[config.mk]
export PLATFORM = sky130hd
export DESIGN_NAME = pool_event_serializer
export DESIGN_NICKNAME = d
export VERILOG_FILES = /design/src/rtl/conv_pkg.sv /design/src/rtl/event_fifo.sv /design/src/rtl/pool_event_serializer.sv
export SDC_FILE = /design/constraint.sdc
export NUM_CORES = 1
export LEC_CHECK = 0
export CORE_MARGIN = 3
export CORE_UTILIZATION = 35
export CTS_BUF_LIST = sky130_fd_sc_hd__clkbuf_2 sky130_fd_sc_hd__clkbuf_4 sky130_fd_sc_hd__clkbuf_8
export DETAILED_ROUTE_END_ITERATION = 6
export SYNTH_ARGS = -nofsm -noshare
export SYNTH_HDL_FRONTEND = slang
export SYNTH_SLANG_ARGS = --single-unit
export TNS_END_PERCENT = 5
[constraint.sdc]
create_clock -name clk -period 3.95 [get_ports clk]
set_clock_uncertainty 0.2 [all_clocks]
set_input_delay 1.185 -clock clk [delete_from_list [all_inputs] [get_ports clk]]
set_output_delay 1.185 -clock clk [all_outputs]
set_load 0.05 [all_outputs]
[src/rtl/conv_pkg.sv]
// Types shared across the convolution pipeline: pooled output vector layout,
// its packed width, and the event serializer FSM encoding.
package conv_pkg;

    localparam int CONV_OUT_CHANNELS        = 4;
    localparam int CONV_BITS_PER_COORDINATE = 6;
    localparam int CONV_COORD_WIDTH         = CONV_BITS_PER_COORDINATE - 1;

    // Pooled window vector as produced by sum pooling; spikes occupy the LSBs.
    typedef struct packed {
        logic                         timestep;
        logic [CONV_COORD_WIDTH-1:0]  x;
        logic [CONV_COORD_WIDTH-1:0]  y;
        logic [CONV_OUT_CHANNELS-1:0] spikes;
    } pool_vector_t;

    function automatic int pool_vector_width(input int out_channels,
                                             input int bits_per_coordinate);
        return (bits_per_coordinate - 1) * 2 + out_channels + 1;
    endfunction

    localparam logic [1:0] STATE_IDLE = 2'd0;
    localparam logic [1:0] STATE_EMIT = 2'd1;
    localparam logic [1:0] STATE_MARK = 2'd2;

    typedef enum logic [1:0] {
        ST_IDLE = STATE_IDLE,
        ST_EMIT = STATE_EMIT,
        ST_MARK = STATE_MARK
    } ser_state_e;

endpackage

[src/rtl/event_fifo.sv]
// Generic first-word-fall-through FIFO; head entry is visible on pop_data
// whenever empty is low. Pointers carry one extra wrap bit.
module event_fifo #(
    parameter int WIDTH = 8,
    parameter int DEPTH = 4
) (
    input  logic             clk,
    input  logic             reset,
    input  logic             push,
    input  logic             pop,
    input  logic [WIDTH-1:0] push_data,
    output logic [WIDTH-1:0] pop_data,
    output logic             full,
    output logic             empty
);

    localparam int AW = $clog2(DEPTH);

    logic [AW:0]      wr_ptr_reg;
    logic [AW:0]      rd_ptr_reg;
    logic [WIDTH-1:0] mem [DEPTH];
    logic             do_push;
    logic             do_pop;

    // Full is judged on the registered pointers, so a same-cycle pop never frees a slot for a push.
    assign full    = (wr_ptr_reg ^ rd_ptr_reg) == {1'b1, {AW{1'b0}}};
    assign empty   = (wr_ptr_reg == rd_ptr_reg);
    assign do_push = push && !full;
    assign do_pop  = pop && !empty;

    always_ff @(posedge clk) begin
        if (do_push) begin
            mem[wr_ptr_reg[AW-1:0]] <= push_data;
        end
    end

    assign pop_data = mem[rd_ptr_reg[AW-1:0]];

    always_ff @(posedge clk or negedge reset) begin
        if (!reset) begin
            wr_ptr_reg <= '0;
            rd_ptr_reg <= '0;
        end else begin
            if (do_push) begin
                wr_ptr_reg <= wr_ptr_reg + {{AW{1'b0}}, 1'b1};
            end
            if (do_pop) begin
                rd_ptr_reg <= rd_ptr_reg + {{AW{1'b0}}, 1'b1};
            end
        end
    end

endmodule

[src/rtl/pool_event_serializer.sv]
// Buffers pooled spike vectors and serializes them into one address-event per
// set channel bit. POOL_SERIALIZER_TIMESTEP_MARKER_EN adds a trailing timestep marker.
module pool_event_serializer
    import conv_pkg::*;
#(
    parameter int OUT_CHANNELS        = 4,
    parameter int BITS_PER_COORDINATE = 6,
    parameter int FIFO_DEPTH          = 4,
    parameter int IN_VECTOR_WIDTH     = pool_vector_width(OUT_CHANNELS, BITS_PER_COORDINATE)
) (
    input  logic                              clk,
    input  logic                              reset,
    input  logic                              in_valid,
    input  logic [IN_VECTOR_WIDTH-1:0]        in_vector,
    output logic                              in_ready,
    output logic                              event_valid,
    input  logic                              event_ready,
    output logic [BITS_PER_COORDINATE-2:0]    event_x,
    output logic [BITS_PER_COORDINATE-2:0]    event_y,
    output logic [$clog2(OUT_CHANNELS)-1:0]   event_channel,
    output logic                              event_timestep,
    output logic                              overflow,
    output logic                              busy
);

    localparam int CW   = BITS_PER_COORDINATE - 1;
    localparam int CH_W = $clog2(OUT_CHANNELS);

    logic                       fifo_full;
    logic                       fifo_empty;
    logic                       fifo_pop;
    logic [IN_VECTOR_WIDTH-1:0] head;
    logic                       head_ts;
    logic [CW-1:0]              head_x;
    logic [CW-1:0]              head_y;
    logic [OUT_CHANNELS-1:0]    head_spikes;

    ser_state_e                 state_reg, state_next;
    logic [CW-1:0]              x_reg, x_next;
    logic [CW-1:0]              y_reg, y_next;
    logic [OUT_CHANNELS-1:0]    pend_reg, pend_next;
    logic                       valid_reg, valid_next;
    logic                       overflow_reg, overflow_next;
    logic [OUT_CHANNELS-1:0]    low_onehot;
    logic [OUT_CHANNELS-1:0]    pend_remaining;
    logic                       handshake;

    event_fifo #(
        .WIDTH (IN_VECTOR_WIDTH),
        .DEPTH (FIFO_DEPTH)
    ) u_fifo (
        .clk       (clk),
        .reset     (reset),
        .push      (in_valid),
        .pop       (fifo_pop),
        .push_data (in_vector),
        .pop_data  (head),
        .full      (fifo_full),
        .empty     (fifo_empty)
    );

    assign {head_ts, head_x, head_y, head_spikes} = head;

    assign in_ready      = !fifo_full;
    assign overflow_next = overflow_reg | (in_valid & fifo_full);

    // Isolate the lowest pending channel; the encoder ORs the indices of the set one-hot bit.
    assign low_onehot     = pend_reg & (~pend_reg + {{(OUT_CHANNELS-1){1'b0}}, 1'b1});
    assign pend_remaining = pend_reg & ~low_onehot;
    assign handshake      = valid_reg && event_ready;

    genvar gi, gc;
    generate
        for (gi = 0; gi < CH_W; gi++) begin : g_chan_enc
            logic [OUT_CHANNELS-1:0] sel_mask;
            for (gc = 0; gc < OUT_CHANNELS; gc++) begin : g_mask
                assign sel_mask[gc] = 1'(((gc >> gi) & 1) == 1);
            end
            assign event_channel[gi] = |(low_onehot & sel_mask);
        end
    endgenerate

`ifdef POOL_SERIALIZER_TIMESTEP_MARKER_EN
    logic ts_reg, ts_next;
    logic mark_reg, mark_next;
`else
    logic unused_ts;
    assign unused_ts = head_ts;
`endif

    always_comb begin
        state_next = state_reg;
        x_next     = x_reg;
        y_next     = y_reg;
        pend_next  = pend_reg;
        valid_next = valid_reg;
        fifo_pop   = 1'b0;
`ifdef POOL_SERIALIZER_TIMESTEP_MARKER_EN
        ts_next    = ts_reg;
        mark_next  = mark_reg;
`endif
        case (state_reg)
            ST_IDLE: begin
                if (!fifo_empty) begin
                    fifo_pop  = 1'b1;
                    x_next    = head_x;
                    y_next    = head_y;
                    pend_next = head_spikes;
`ifdef POOL_SERIALIZER_TIMESTEP_MARKER_EN
                    ts_next   = head_ts;
                    if (head_spikes != '0) begin
                        state_next = ST_EMIT;
                        valid_next = 1'b1;
                    end else if (head_ts) begin
                        state_next = ST_MARK;
                        valid_next = 1'b1;
                        mark_next  = 1'b1;
                    end
`else
                    if (head_spikes != '0) begin
                        state_next = ST_EMIT;
                        valid_next = 1'b1;
                    end
`endif
                end
            end
            ST_EMIT: begin
                if (handshake) begin
                    pend_next = pend_remaining;
                    if (pend_remaining == '0) begin
`ifdef POOL_SERIALIZER_TIMESTEP_MARKER_EN
                        if (ts_reg) begin
                            state_next = ST_MARK;
                            mark_next  = 1'b1;
                        end else begin
                            state_next = ST_IDLE;
                            valid_next = 1'b0;
                        end
`else
                        state_next = ST_IDLE;
                        valid_next = 1'b0;
`endif
                    end
                end
            end
`ifdef POOL_SERIALIZER_TIMESTEP_MARKER_EN
            ST_MARK: begin
                if (handshake) begin
                    state_next = ST_IDLE;
                    valid_next = 1'b0;
                    mark_next  = 1'b0;
                end
            end
`endif
            default: begin
                state_next = ST_IDLE;
                valid_next = 1'b0;
                pend_next  = '0;
`ifdef POOL_SERIALIZER_TIMESTEP_MARKER_EN
                mark_next  = 1'b0;
`endif
            end
        endcase
    end

    always_ff @(posedge clk or negedge reset) begin
        if (!reset) begin
            state_reg    <= ST_IDLE;
            x_reg        <= '0;
            y_reg        <= '0;
            pend_reg     <= '0;
            valid_reg    <= 1'b0;
            overflow_reg <= 1'b0;
        end else begin
            state_reg    <= state_next;
            x_reg        <= x_next;
            y_reg        <= y_next;
            pend_reg     <= pend_next;
            valid_reg    <= valid_next;
            overflow_reg <= overflow_next;
        end
    end

`ifdef POOL_SERIALIZER_TIMESTEP_MARKER_EN
    always_ff @(posedge clk or negedge reset) begin
        if (!reset) begin
            ts_reg   <= 1'b0;
            mark_reg <= 1'b0;
        end else begin
            ts_reg   <= ts_next;
            mark_reg <= mark_next;
        end
    end
    assign event_timestep = mark_reg;
`else
    assign event_timestep = 1'b0;
`endif

    assign event_valid = valid_reg;
    assign event_x     = x_reg;
    assign event_y     = y_reg;
    assign overflow    = overflow_reg;
    assign busy        = (state_reg != ST_IDLE) || !fifo_empty;

endmodule

==> parameters.txt <==
Parameter                              Value

Outcome
  Run status ... completed

GRT
  GRT busiest layer ... met2
  Number of global-route vias before repair ... 1,623
  Wire length of the first global-routing pass ... between 8000 and 9000 um
  GR Layer Usage met3 ... under 10%
  Largest net degree at the start of global routing ... 23
  Met2 Resource Use GR ... ~17%
  Global Route Usage Sum ... around 12%
  Met1 Resource Use GR ... between 15 and 20%
  Gr ovfl total ... 0
  Number of antenna violations at the first check in global routing ... 0

Timing
  Relative max-transition margin ... between 20 and 30%
  Time the worst path needs with I/O delays and setup ... 3.35 ns
  Fmax ... 299 MHz
  Tightest hold margin ... roughly 0.28 ns
  Setup TNS ... 0 ns
  Unrepaired setup endpoints after global routing ... no
  Tightest Pin Transition ... about 1.1 ns
  Hold violation total from the final report ... 0
  Final period util ... 84.8%
  Final number of max-transition violations ... 0
  Setup violation total in the final timing report ... 0

Power
  Pwr/cell area ... ~870 nW/um2
  Peak supply drop ... 0.365 mV
  LEAKAGE ... between 1 and 1.5 nW

Clock network
  Post-CTS Resized ... 0
  Clock transition at the registers of the reported paths ... around 0.07 ns
  Post-CTS Repair Setup Buffers ... 0
  Hold buffers post-CTS ... 0
  Clk_lat worst skew ... between 0.3 and 0.4 ns
  Number of H-tree branching levels ... 3
  Number of clock sinks seen by CTS ... 78
  Number of buffers created by CTS ... 9
  Clock tree from TritonCTS ... yes
  Maximum number of buffers from clock root to sink ... 2
  CTS root buf ... clkbuf_8

Synthesis
  Library cell with the highest instance count after synthesis ... edfxtp_1
  Number of enable-type register cells in the synthesized netlist ... 56
  Post-Syn Instances ... approximately 170
  Number of unique standard cell types used by synthesis ... 30
  Synthesized flop and latch total ... 78
  Synthesized cell area ... 3100 um2
  Synth area leader ... edfxtp_1
  Sequential-to-total area share from yosys stat ... between 70% and 80%
  Most frequent cells after synthesis ... edfxtp_1 (56), dfrtp_1 (22), mux4_2 (13)
  Primary flip-flop cell chosen by synthesis mapping ... edfxtp_1
  Count of warnings emitted by yosys ... 0
  Synth Net Count ... 190
  Ranking of synthesized cells by area ... edfxtp_1 (54%), dfrtp_1 (18%), mux4_2 (9.5%), mux2_2 (4.0%), ha_1 (2.0%)
  Fraction of post-synthesis cell area in the top cell type by area ... 54.3%
  FFs w/ async S/R, synth ... around 28%
  Syn_area_per_cell ... 18.7 um2

Die
  Die Height ... about 100 um
  Number of I/O pins ... 36
  Die W ... roughly 100 um
  Total die area ... approximately 10,000 um2
  Num rows ... 33
  Initial Util ... approximately 37%
  Core Box Area ... between 8000 and 9000 um2

Worst setup path
  Crit path max-delay cell type ... dfrtp_1
  Data required time of the critical path ... ~2.6 ns
  Cell-by-cell trace of the critical path ... xnor2_1 -> nand3_1 -> or2_2 -> buf_4
  Path type of the worst setup path ... register to output pin
  CP Launch Type ... register
  Critical path endpoint category ... output pin
  Highest net fanout along the worst path ... 5
  Data arrival time at the worst-slack endpoint ... roughly 2.0 ns
  Largest incremental delay on the critical path ... around 0.43 ns
  Logic depth of the worst register-to-register path ... 4

Finish
  Count of nets after finishing ... 236
  Fraction of final layout cells with drive strength greater than 1 ... 24.1%
  Number of diodes added for antenna fixing ... 0
  Area growth syn-to-layout ... 23.3%
  Max reg flops ... 56

Routing
  Routed via count ... 1,521
  Residual antenna-violating net count after detailed routing ... 0
  Sum of routed wire length over all layers ... ~5200 um
  Average vias per placed instance ... 4.74
  Routed len/inst ... roughly 16 um
  Remaining design rule violation count ... 0
  Violation count after the first detailed-route iteration ... between 60 and 70
  Iteration count of the initial detailed-routing pass ... 4

Min path
  Worst min-delay path category ... register to register
  Min-Delay Path Depth ... 1

Job
  Count of maximum capacitance violations ... 0

Place
  Detailed-placement wirelength estimate ... about 3400 um
  Routability-driven placement congestion ratio ... approximately 0.7
  Buffers added on ports ... 33
[final timing paths]
| path | startpoint | to | slack (ns) |
|---|---|---|---|
| min in group asynchronous | reset | event_y[0]$_DFFE_PN0P_ | 1.01 |
| setup / recovery | u_fifo.wr_ptr_reg[0]$_DFFE_PN0P_ | busy | 0.60 |
| setup reg to reg | u_fifo.rd_ptr_reg[0]$_DFFE_PN0P_ | state_reg[0]$_DFFE_PN0P_ | 1.60 |
| hold reg to reg | overflow$_DFF_PN0_ | overflow$_DFF_PN0_ | 0.28 |
| hold / removal | overflow$_DFF_PN0_ | overflow$_DFF_PN0_ | 0.28 |
| max in group asynchronous | reset | event_y[4]$_DFFE_PN0P_ | 2.29 |
[critical path, delay by kind of cell, from the launching register on]
kind / cells / cell delay (ns)
buffers and inverters: 1 / 0.19
DFF: 1 / 0.43
xor gates and xnor gates: 1 / 0.34
and+or+nand+nor: 2 / 0.66
[layer usage]
metal / share of wire, % / vias up
li1: - / 725
met1: 48 / 756
met2: 46 / 31
met3: 4.4 / 9
met4: 1.7 / 0
met5: 0 / -
[through the flow]
stage / worst slack [ns] / util, % / std cells / total power [mW] / area [um2]
floorplan: 0.958 / - / 166 / 2.26 / 3100
global placement: 0.770 / 42.6 / 306 / 2.66 / 3590
detailed placement: 0.749 / 42.6 / 306 / 2.69 / 3590
CTS: 0.549 / 45.4 / 321 / 3.38 / 3820
global route: 0.485 / 45.4 / 321 / 3.53 / 3820
finish: 0.602 / 45.4 / 321 / 3.32 / 3820
[where the power goes]
group	total [mW]	internal (mW)	switching, mW
clock	0.680	0.420	0.259
sequential	1.27	1.14	0.129
combinational	1.37	0.592	0.780
[layout make-up]
cell class | count | area [um2]
Clock buffer | 10 | 131
Clock inverter | 5 | 98.8
Fill cell | 774 | 4600
Inverter | 5 | 18.8
Multi-Input combinational cell | 75 | 808
Sequential cell | 78 | 2230
Tap cell | 105 | 131
Timing Repair Buffer | 43 | 400
[kinds of logic after synthesis]
logic type               Yosys count  share of synthesized area (%)
flip-flops                        78                           72.1
multiplexers                      29                           15.6
AND/OR/NAND/NOR                   18                           3.03
AO/OA/AOI/OAI                     13                           2.54
buffers and inverters             13                           2.06
XOR/XNOR                           8                           2.26
adder cells (fa/ha/maj)            6                           2.34
other                              1                          0.121
[layout by cell type (no fill, tap or decap), types with 2 or more instances in the layout]
master,n
and2_1,4
buf_4,12
bufinv_16,3
clkbuf_8,9
clkdlybuf4s50_1,31
dfrtp_1,22
edfxtp_1,56
ha_1,5
inv_1,5
mux2_2,11
mux2i_1,4
mux4_2,13
nand2_1,2
nand3_1,4
nor2_1,3
nor3_1,2
o211ai_1,2
o21ai_0,6
xnor2_1,5
xor2_1,3
Note: power is estimated with default switching activity, not from simulation.
